==> src/rtl/arrow_scroller.sv <==
`default_nettype none
// ============================================================================
// Module      : arrow_scroller
// Description : Rhythm-game arrow field. Scrolls 26 three-bit slots downward
//               once per step, fetches new arrow codes from a song source,
//               judges player presses against the hit zone (slots 23..25),
//               reports misses, and keeps a saturating score.
// Revision    : 1.0 - initial release
// ============================================================================
module arrow_scroller #(
  parameter int STEP_CYCLES = 1666667,
  parameter int IND_HOLD    = 8
) (
  input  logic        clock,
  input  logic        resetn,
  input  logic        start,
  output logic        arrow_req,
  input  logic        arrow_valid,
  input  logic [2:0]  arrow_code,
  input  logic        song_end,
  input  logic        press_valid,
  input  logic [2:0]  press_code,
  output logic [77:0] arrow_array,
  output logic [1:0]  indicator,
  output logic [15:0] score,
  output logic        busy
);

  localparam int               c_CW        = (STEP_CYCLES > 1) ? $clog2(STEP_CYCLES) : 1;
  localparam logic [c_CW-1:0]  c_LAST      = c_CW'(STEP_CYCLES - 1);
  localparam int               c_HW        = (IND_HOLD > 1) ? $clog2(IND_HOLD) : 1;
  localparam logic [c_HW-1:0]  c_HOLD_LAST = c_HW'(IND_HOLD - 1);

  localparam logic [1:0] c_IND_NONE = 2'b00;
  localparam logic [1:0] c_IND_BAD  = 2'b01;
  localparam logic [1:0] c_IND_GOOD = 2'b10;
  localparam logic [1:0] c_IND_EXC  = 2'b11;

  typedef enum logic [1:0] {
    S_IDLE  = 2'd0,
    S_RUN   = 2'd1,
    S_DRAIN = 2'd2,
    S_DONE  = 2'd3
  } state_t;

  state_t            r_state;
  state_t            w_state_nxt;
  logic [c_CW-1:0]   r_cnt;
  logic [77:0]       r_arr;
  logic              r_pend_valid;
  logic [2:0]        r_pend_code;
  logic              r_req;
  logic [1:0]        r_ind;
  logic [c_HW-1:0]   r_ind_cnt;
  logic [15:0]       r_score;

  logic              w_active;
  logic              w_step;
  logic              w_start_ok;
  logic              w_accept;
  logic              w_end;
  logic [2:0]        w_code_in;
  logic              w_press_ok;
  logic [2:0]        w_s23;
  logic [2:0]        w_s24;
  logic [2:0]        w_s25;
  logic              w_hit;
  logic              w_hit_exc;
  logic [4:0]        w_hit_slot;
  logic              w_miss;
  logic [4:0]        w_clr_pos;
  logic [6:0]        w_clr_base;
  logic              w_clr_en;
  logic [77:0]       w_arr_nxt;
  logic              w_arr_zero;
  logic [16:0]       w_sum;

  assign w_active   = (r_state == S_RUN) || (r_state == S_DRAIN);
  assign w_step     = w_active && (r_cnt == c_LAST);
  assign w_start_ok = start && !w_active;
  assign w_accept   = (r_state == S_RUN) && r_req && arrow_valid;
  assign w_end      = w_accept && song_end;

  // Codes 101 and 111 are undefined lanes and become empty slots.
  assign w_code_in  = ((arrow_code == 3'b101) || (arrow_code == 3'b111)) ? 3'b000 : arrow_code;

  // A press only counts when it names a real lane.
  assign w_press_ok = w_active && press_valid && (press_code != 3'b000) &&
                      (press_code != 3'b101) && (press_code != 3'b111);

  assign w_s23 = r_arr[71:69];
  assign w_s24 = r_arr[74:72];
  assign w_s25 = r_arr[77:75];

  // Judge against pre-shift contents: slot 24 is dead centre, 25 then 23 are near misses.
  always_comb begin
    w_hit      = 1'b0;
    w_hit_exc  = 1'b0;
    w_hit_slot = 5'd0;
    if (w_press_ok) begin
      if (w_s24 == press_code) begin
        w_hit      = 1'b1;
        w_hit_exc  = 1'b1;
        w_hit_slot = 5'd24;
      end else if (w_s25 == press_code) begin
        w_hit      = 1'b1;
        w_hit_slot = 5'd25;
      end else if (w_s23 == press_code) begin
        w_hit      = 1'b1;
        w_hit_slot = 5'd23;
      end
    end
  end

  // An arrow leaving slot 25 is a miss unless this very press just hit it.
  assign w_miss = w_step && (w_s25 != 3'b000) && !(w_hit && (w_hit_slot == 5'd25));

  // The hit arrow moves one row down when the press lands on a step edge.
  assign w_clr_pos  = w_step ? (w_hit_slot + 5'd1) : w_hit_slot;
  assign w_clr_base = {2'b00, w_clr_pos} * 7'd3;
  assign w_clr_en   = w_hit && !(w_step && (w_hit_slot == 5'd25));

  // Next array: shift on step, then remove the arrow that was hit.
  always_comb begin
    w_arr_nxt = r_arr;
    if (w_step) begin
      w_arr_nxt = {r_arr[74:0], (r_pend_valid ? r_pend_code : 3'b000)};
    end
    if (w_clr_en) begin
      w_arr_nxt[w_clr_base +: 3] = 3'b000;
    end
  end

  assign w_arr_zero = (w_arr_nxt == 78'd0);
  assign w_sum      = {1'b0, r_score} + (w_hit_exc ? 17'd3 : (w_hit ? 17'd1 : 17'd0));

  // State register.
  always_ff @(posedge clock or negedge resetn) begin
    if (!resetn) begin
      r_state <= S_IDLE;
    end else begin
      r_state <= w_state_nxt;
    end
  end

  // Next-state logic: start only from IDLE/DONE, drain until the field is empty.
  always_comb begin
    w_state_nxt = r_state;
    case (r_state)
      S_IDLE, S_DONE: if (start)                  w_state_nxt = S_RUN;
      S_RUN:          if (w_end)                  w_state_nxt = S_DRAIN;
      S_DRAIN:        if (w_step && w_arr_zero)   w_state_nxt = S_DONE;
      default:                                    w_state_nxt = S_IDLE;
    endcase
  end

  // Datapath: step counter, field, fetch handshake, judgement, score.
  always_ff @(posedge clock or negedge resetn) begin
    if (!resetn) begin
      r_cnt        <= '0;
      r_arr        <= '0;
      r_pend_valid <= 1'b0;
      r_pend_code  <= 3'b000;
      r_req        <= 1'b0;
      r_ind        <= c_IND_NONE;
      r_ind_cnt    <= '0;
      r_score      <= 16'd0;
    end else if (w_start_ok) begin
      r_cnt        <= '0;
      r_arr        <= '0;
      r_pend_valid <= 1'b0;
      r_pend_code  <= 3'b000;
      r_req        <= 1'b1;
      r_ind        <= c_IND_NONE;
      r_ind_cnt    <= '0;
      r_score      <= 16'd0;
    end else if (w_active) begin
      r_cnt <= w_step ? '0 : (r_cnt + 1'b1);
      r_arr <= w_arr_nxt;

      // A code accepted on a step edge survives for the following step.
      if (w_end) begin
        r_pend_valid <= 1'b0;
      end else if (w_accept) begin
        r_pend_valid <= 1'b1;
        r_pend_code  <= w_code_in;
      end else if (w_step) begin
        r_pend_valid <= 1'b0;
      end

      // Request stays up across a step when the source has not answered.
      if (w_accept) begin
        r_req <= 1'b0;
      end else if (w_step && (r_state == S_RUN)) begin
        r_req <= 1'b1;
      end

      if (w_hit) begin
        r_score <= w_sum[16] ? 16'hFFFF : w_sum[15:0];
      end

      // Press result outranks a simultaneous miss; otherwise decay per step.
      if (w_press_ok) begin
        r_ind     <= w_hit_exc ? c_IND_EXC : (w_hit ? c_IND_GOOD : c_IND_BAD);
        r_ind_cnt <= '0;
      end else if (w_miss) begin
        r_ind     <= c_IND_BAD;
        r_ind_cnt <= '0;
      end else if (w_step && (r_ind != c_IND_NONE)) begin
        if (r_ind_cnt == c_HOLD_LAST) begin
          r_ind     <= c_IND_NONE;
          r_ind_cnt <= '0;
        end else begin
          r_ind_cnt <= r_ind_cnt + 1'b1;
        end
      end
    end else begin
      r_cnt        <= '0;
      r_req        <= 1'b0;
      r_pend_valid <= 1'b0;
    end
  end

  assign arrow_req   = r_req;
  assign arrow_array = r_arr;
  assign indicator   = r_ind;
  assign score       = r_score;
  assign busy        = w_active;

endmodule
`default_nettype wire

==> config.mk <==
export PLATFORM = sky130hd
export DESIGN_NAME = arrow_scroller
export DESIGN_NICKNAME = d
export VERILOG_FILES = /design/src/rtl/arrow_scroller.sv
export SDC_FILE = /design/constraint.sdc
export NUM_CORES = 1
export LEC_CHECK = 0
export BUFFER_PORTS_ARGS = -buffer_cell sky130_fd_sc_hd__buf_2
export CAP_MARGIN = 10
export CORE_AREA = 8 8 121 123
export CTS_CLUSTER_SIZE = 24
export DETAILED_ROUTE_END_ITERATION = 10
export DIE_AREA = 0 0 129 131
export PLACE_DENSITY_LB_ADDON = 0.12
export SLEW_MARGIN = 20
export SYNTH_ARGS = -nofsm -noshare
export SYNTH_HDL_FRONTEND = slang
export SYNTH_SLANG_ARGS = --single-unit
export TNS_END_PERCENT = 30
==> constraint.sdc <==
create_clock -name clock -period 7.4 [get_ports clock]
set_clock_uncertainty 0.2 [all_clocks]
set_input_delay 1.11 -clock clock [delete_from_list [all_inputs] [get_ports clock]]
set_output_delay 1.11 -clock clock [all_outputs]
set_load 0.02 [all_outputs]
### Word-level counts from Yosys, hierarchy flattened

Index checks and enable logic that the tools add are counted.

| storage, ports and cells | value |
|---|---|
| bits of input ports | 12 |
| output and inout bits | 98 |
| bits in registers | 127 |
| word-level logic and storage cells | 132 |

| operators by class | value |
|---|---|
| shift-type cells | 2 |
| reduce and logical (&&, ||, !) cells | 38 |
| equality and inequality tests | 19 |
| multiply operators | 1 |
| muxes and demuxes | 58 |
| add/subtract/negate cells | 5 |

Operators by type and width:

| cell | count |
|---|---|
| $mux W78 | 4 |
| $bwmux W78 | 1 |
| $logic_not A78 Y1 | 1 |
| $shift A3 B9 Y78 const A | 1 |
| $shiftx A3 B9 Y78 const A | 1 |
| $mux W16 | 4 |
| $mux W21 | 3 |
| $mux W3 | 12 |
| $mux W5 | 5 |
| $mux W2 | 12 |
| $add A21 B1 Y21 const B | 1 |
| $eq A21 B21 Y1 const B | 1 |
| $add A16 B2 Y17 | 1 |
| $logic_and A1 B1 Y1 | 17 |
| $mux W1 | 16 |
| $eq A3 B3 Y1 | 3 |
| $eq A3 B3 Y1 const B | 3 |
| $neg A7 Y9 | 1 |
| $reduce_and A3 Y1 | 3 |
| $reduce_bool A2 Y1 | 4 |
| $reduce_bool A4 Y1 | 2 |
| $mul A5 B2 Y7 const B | 1 |
| $ne A2 B2 Y1 const B | 3 |
| $ne A3 B3 Y1 const B | 2 |
| 15 further kinds | 21 |

### Longest topological paths before layout

| logic depth | value |
|---|---|
| depth after elaboration | 18 |
| gate-level depth with buffers | 21 |
| mapped depth without buffers | 19 |

### Worst setup path before layout

Ideal clock, no wire load.

| timing | value |
|---|---|
| path type | reg2reg |
| start point | register r_cnt[7] |
| end point | register r_state[1] |
| path slack | 2.103 ns |
| library setup time | 0.133 ns |
| arrival time | 4.964 ns |
| buffers on the path | 5 |
| data required time | 7.067 ns |
| clock period less this slack | 5.297 ns |
| stages on the path, launching flop included | 19 |
| path through | dfrtp_1 -> buf_6 -> or4b_1 -> or4_1 -> buf_2 -> nor2_2 -> clkbuf_1 -> clkbuf_1 -> buf_1 -> xnor2_1 -> ha_1 -> nand3_1 -> o311ai_1 -> nand2_1 -> o31ai_1 -> o2111ai_1 -> nor4_2 -> a21oi_2 -> mux2i_1 |

| between the ends | value |
|---|---|
| cells in the longest elaborated chain, start to end | 12 |
| elaborated cells on any way between the ends | 17 |
| those cells by class | add/sub (1); mul (1); eq/ne (2); shift (2); mux (4); reduce/logical (7) |

Ends and longest elaborated chain:

| what | RTL line | source |
|---|---|---|
| start, declared | 48 | `logic [c_CW-1:0] r_cnt;` |
| start signal, assigned | 178 | `r_cnt <= w_step ? '0 : (r_cnt + 1'b1);` |
| $eq A21 B21 Y1 (*) | 79 | `assign w_step = w_active && (r_cnt == c_LAST);` |
| $logic_and A1 B1 Y1 (*) | 79 |  |
| $mux W5 | 119 | `assign w_clr_pos = w_step ? (w_hit_slot + 5'd1) : w_hit_slot;` |
| $mul A5 B2 Y7 | 120 | `assign w_clr_base = {2'b00, w_clr_pos} * 7'd3;` |
| $neg A7 Y9 | 130 | `w_arr_nxt[w_clr_base +: 3] = 3'b000;` |
| $shiftx A3 B9 Y78 / $shift A3 B9 Y78 (equally long branches) | 130 |  |
| $bwmux W78 | 130 |  |
| $mux W78 | 129 | `if (w_clr_en) begin` |
| $logic_not A78 Y1 | 134 | `assign w_arr_zero = (w_arr_nxt == 78'd0);` |
| $logic_and A1 B1 Y1 (*) | 152 | `S_DRAIN: if (w_step && w_arr_zero) w_state_nxt = S_DONE;` |
| $ne A2 B1 Y1 (no line) (*) | - |  |
| $reduce_and A3 Y1 (no line) (*) | - |  |
| end signal, assigned | 142 | `r_state <= w_state_nxt;` |
| end, declared | 46 | `state_t r_state;` |

Mark *: on every way between the ends. The rest lies on a longest branch, timed or not.
A chain may end at the register's enable or synchronous reset.

### Worst setup path after layout

| timing | value |
|---|---|
| start point | register r_state[0] |
| end point | register r_state[1] |

| between the ends | value |
|---|---|
| cells in the longest elaborated chain, start to end | 18 |
| elaborated cells on any way between the ends | 36 |
| those cells by class | add/sub (2); mul (1); eq/ne (7); shift (2); mux (7); reduce/logical (17) |

Ends and longest elaborated chain:

| what | RTL line | source |
|---|---|---|
| $eq A2 B1 Y1 / $eq A2 B2 Y1 (equally long branches) | 78, 81, 149 |  |
| $logic_or A1 B1 Y1 | 78 | `assign w_active = (r_state == S_RUN) \|\| (r_state == S_DRAIN);` |
| $logic_and A1 B1 Y1 (3 in a row) | 88 | `assign w_press_ok = w_active && press_valid && (press_code != 3'b000) &&` |
| $logic_and A1 B1 Y1 | 89 | `(press_code != 3'b101) && (press_code != 3'b111);` |
| $mux W5 | 100 | `if (w_press_ok) begin` |
| $add A5 B1 Y5 | 119 |  |
| $mux W5 | 119 |  |
| $mul A5 B2 Y7 | 120 |  |
| $neg A7 Y9 | 130 |  |
| $shiftx A3 B9 Y78 / $shift A3 B9 Y78 (equally long branches) | 130 |  |
| $bwmux W78 | 130 |  |
| $mux W78 | 129 |  |
| $logic_not A78 Y1 | 134 |  |
| $logic_and A1 B1 Y1 | 152 |  |
| $ne A2 B1 Y1 (no line) | - |  |
| $reduce_and A3 Y1 (no line) | - |  |

Parallel ways exist; a longest one is shown, timed or not.

==> metrics.csv <==
stage;metric;value;unit
worst_setup_path;Worst Setup End Kind;register;
drt;vias;6509;
global_route;vias in the first global route;6408;
die;IO Pins;110;
cells_and_area;Area growth syn-to-layout;18.1;%
cells_and_area;FF/Latch Area;3180;sq um
power_and_ir_drop;PD cells;265;nW/um^2
synth;Mapped Nets;786;
timing;Max-slew headroom;37.0;%
die;Die Y;131;microns
synth;Cells after Synth;757;
cts;Post-CTS Setup Inserts;0;
global_route;first-pass GRT wire length;34.5;mm
cells_and_area;most frequent cells in the layout;127 x dfrtp_1, 108 x buf_2, 94 x nand2_1, 57 x o21ai_0, 56 x nor2_1;
worst_hold_path;Hold Path Class;register to register;
die;std cell rows;42;
placement;Placed Area;7750;sq um
cells_and_area;Fill cells;1099;
synth;simple-gate share of the synthesized area;20.8;%
synth;number of synthesis warnings;0;
timing;Fin. Hold Viols;0;
cts;clock root buffer;clkbuf_16;
synth;largest family of logic cells by synthesized area;simple AND/OR/NAND/NOR gates;
cts;Bufs on Longest Clock Path;2;
cells_and_area;most common cell after layout, fill and taps aside;dfrtp_1;
synth;post-synth cell types;67;
run;Max Cap Viol;0;
global_route;pin count of the biggest net entering global routing;80;
drt;DR vias/cell;6.23;
cells_and_area;Inserted Diodes;0;
synth;mux contribution to synthesized area;4.55;%
cts;worst skew pair latency;0.42;ns
placement;PortBufs;109;
timing;# setup viols final;0;
timing;Worst Tran Pin Value;0.942;ns
synth;ys async rst share;100;%
timing;Slew Limit Fails;0;
worst_setup_path;crit-path cells;inv_1 -> ha_1 -> clkinv_1 -> and4_1 -> o211ai_1 -> inv_1 -> ha_1 -> o21ai_0 -> ha_1 -> inv_1 -> a2111oi_0 -> nand4_1 -> nor4_1 -> nand3_1 -> a21oi_1 -> o2111ai_1 -> nor4_2 -> a21oi_2 -> mux2i_1;
timing;fin crit share;75.1;%
cells_and_area;share of cells above drive strength 1;19.4;%
power_and_ir_drop;Leak;3.90;nW
power_and_ir_drop;Max VDD drop;0.163;mV
worst_setup_path;Startpoint Class;register;
cts;clock slew at reported path FFs;0.06;ns
cells_and_area;multi-input logic area;3650;sq um
die;Initial Util;54.9;%
synth;sequential share of the synthesized area;44.9;%
cts;Num Clock Sinks;127;
cells_and_area;Post-Layout Inst Area;8350;sq um
drt;Final ANT Viol Nets;0;
drt;WL per Instance;20.6;microns
cts;Resized Gates After CTS;0;
timing;RSZ-0062 raised after global routing;no;
synth;FF+latch count, synth;127;
drt;WL final;21.5;mm
synth;syn avg cell area;9.34;sq um
outcome;outcome;finished, final reports clean;
synth;EDFF count, synth;0;
die;core area;12900;sq um
global_route;grt total ovfl;0;
die;Die Wd;129;microns
worst_setup_path;crit path DAT;5.63;ns
placement;gpl congestion;0.917;
timing;setup_tns;0;ns
worst_setup_path;Crit path required time;7.48;ns
placement;HPWL Detailed;15.5;mm
cts;Hold Buf Count CTS;0;
worst_setup_path;CP peak stage delay;0.43;ns
synth;Synth Area in Compound Gates;19.6;%
synth;synthesized cell area;7070;sq um
cts;H-tree levels;4;
cts;CTS tree;done;
drt;DRC errors left;0;
drt;DR iter-0 viols;515;
synth;top_reg_cell synth;dfrtp_1;
die;die area;16900;sq um
cts;CTS buffer count;17;
synth;XOR/XNOR Fraction of Synth Area;3.47;%
worst_setup_path;worst-path fanout max;8;
worst_setup_path;slowest CP cell;clkinv_1;
cells_and_area;Post-layout nets;885;
worst_setup_path;critical path class;register to register;
synth;post-synthesis adder-cell area fraction;3.11;%
timing;min Tclk post-route;5.55;ns
drt;Initial DRT Pass Iterations;7;
global_route;initial antenna violation count;0;
timing;highest clock rate;180;MHz
global_route;All-Layer GR Usage;26.4;%
## flip-flops by register name (all words and copies together) (netlist names)
name,count
arrow_array,78
r_cnt,21
score,16
r_ind_cnt,3
r_pend_code,3
indicator,2
r_state,2
arrow_req,1
r_pend_valid,1
## cells by family (layout without fill, tap and decap cells)
logic type	Yosys count	count (layout)
AO/OA/AOI/OAI	195	195
XOR/XNOR	28	28
adder cells (fa/ha/maj)	17	17
buffers and inverters	61	173
flip-flops	127	127
multiplexers	32	32
AND/OR/NAND/NOR	297	297
## cells in the mapped netlist (4+ instances only)
cell type,number,area [sq um]
o21ai_0,57,285
or4_1,4,30.0
inv_1,24,90.1
nor2_1,57,214
a22o_1,22,193
mux2i_1,31,310
clkbuf_1,30,113
a31oi_1,8,50.1
nand4_1,9,56.3
o31ai_1,7,52.6
and2_1,5,31.3
nand2_1,94,353
and3_1,10,62.6
or3_1,13,81.3
nand3_1,32,160
nor3_1,29,145
ha_1,16,200
a21oi_1,37,185
o2111ai_1,5,43.8
nor2b_1,5,31.3
nor4_1,13,81.3
xnor2_1,19,166
xor2_1,9,78.8
a32o_1,25,250
dfrtp_1,127,3180
## final timing paths
check                             start              end  slack, ns  depth (start not counted)
max                          r_state[0]       r_state[1]       1.85                         19
max in group asynchronous        resetn         r_cnt[1]       5.36                          2
min reg2reg                r_ind_cnt[1]     r_ind_cnt[1]       0.32                          2
min in group asynchronous        resetn  arrow_array[47]       0.51                          1
min                        r_ind_cnt[1]     r_ind_cnt[1]       0.32                          2
max reg2reg                  r_state[0]       r_state[1]       1.85                         19
## layout make-up
type | instances | share of cell area [%]
timing repair buffer | 116 | 7.24
clock inverter | 15 | 2.08
tap | 176 | 2.64
sequential | 127 | 38.1
clock buffer | 17 | 5.10
multi-input combinational | 569 | 43.8
inverter | 25 | 1.12
## layer usage
metal	routed length [microns]	global-route usage, %	part of all wire [%]	vias up
met5	0	0	0	-
met1	9500	34.7	44	3232
li1	-	-	-	2997
met4	526	9.61	2.4	0
met3	1340	5.32	6.2	41
met2	10200	42.6	47	239
## where the power goes
group          switching, mW  total [mW]  internal (mW)
clock network          0.344       0.851          0.506
logic                  0.480       0.608          0.128
registers             0.0277       0.751          0.724
total                  0.852        2.21           1.36
## stage by stage
step | instances | worst slack [ns] | total power, mW | hold WS, ns | util [%]
finish | 1045 | 1.85 | 2.21 | 0.322 | 64.8
global route | 1045 | 1.60 | 2.31 | 0.373 | 64.8
CTS | 1045 | 1.97 | 2.22 | 0.333 | 64.8
detailed placement | 1013 | 1.62 | 1.37 | 0.318 | 60.2
global placement | 1013 | 1.76 | 1.35 | 0.303 | 60.2
floorplan | 757 | 2.10 | 1.17 | 0.267 | -
## critical path: cells and delay by family, from the launching register on
| kind | cells | cell delay, ns |
|---|---|---|
| mux | 1 | 0.13 |
| fa+ha+maj | 3 | 0.99 |
| compound gates | 6 | 1.42 |
| simple gates | 5 | 1.38 |
| flops | 1 | 0.38 |
| buf+inv | 4 | 0.89 |
(Power assumes the default switching activity.)
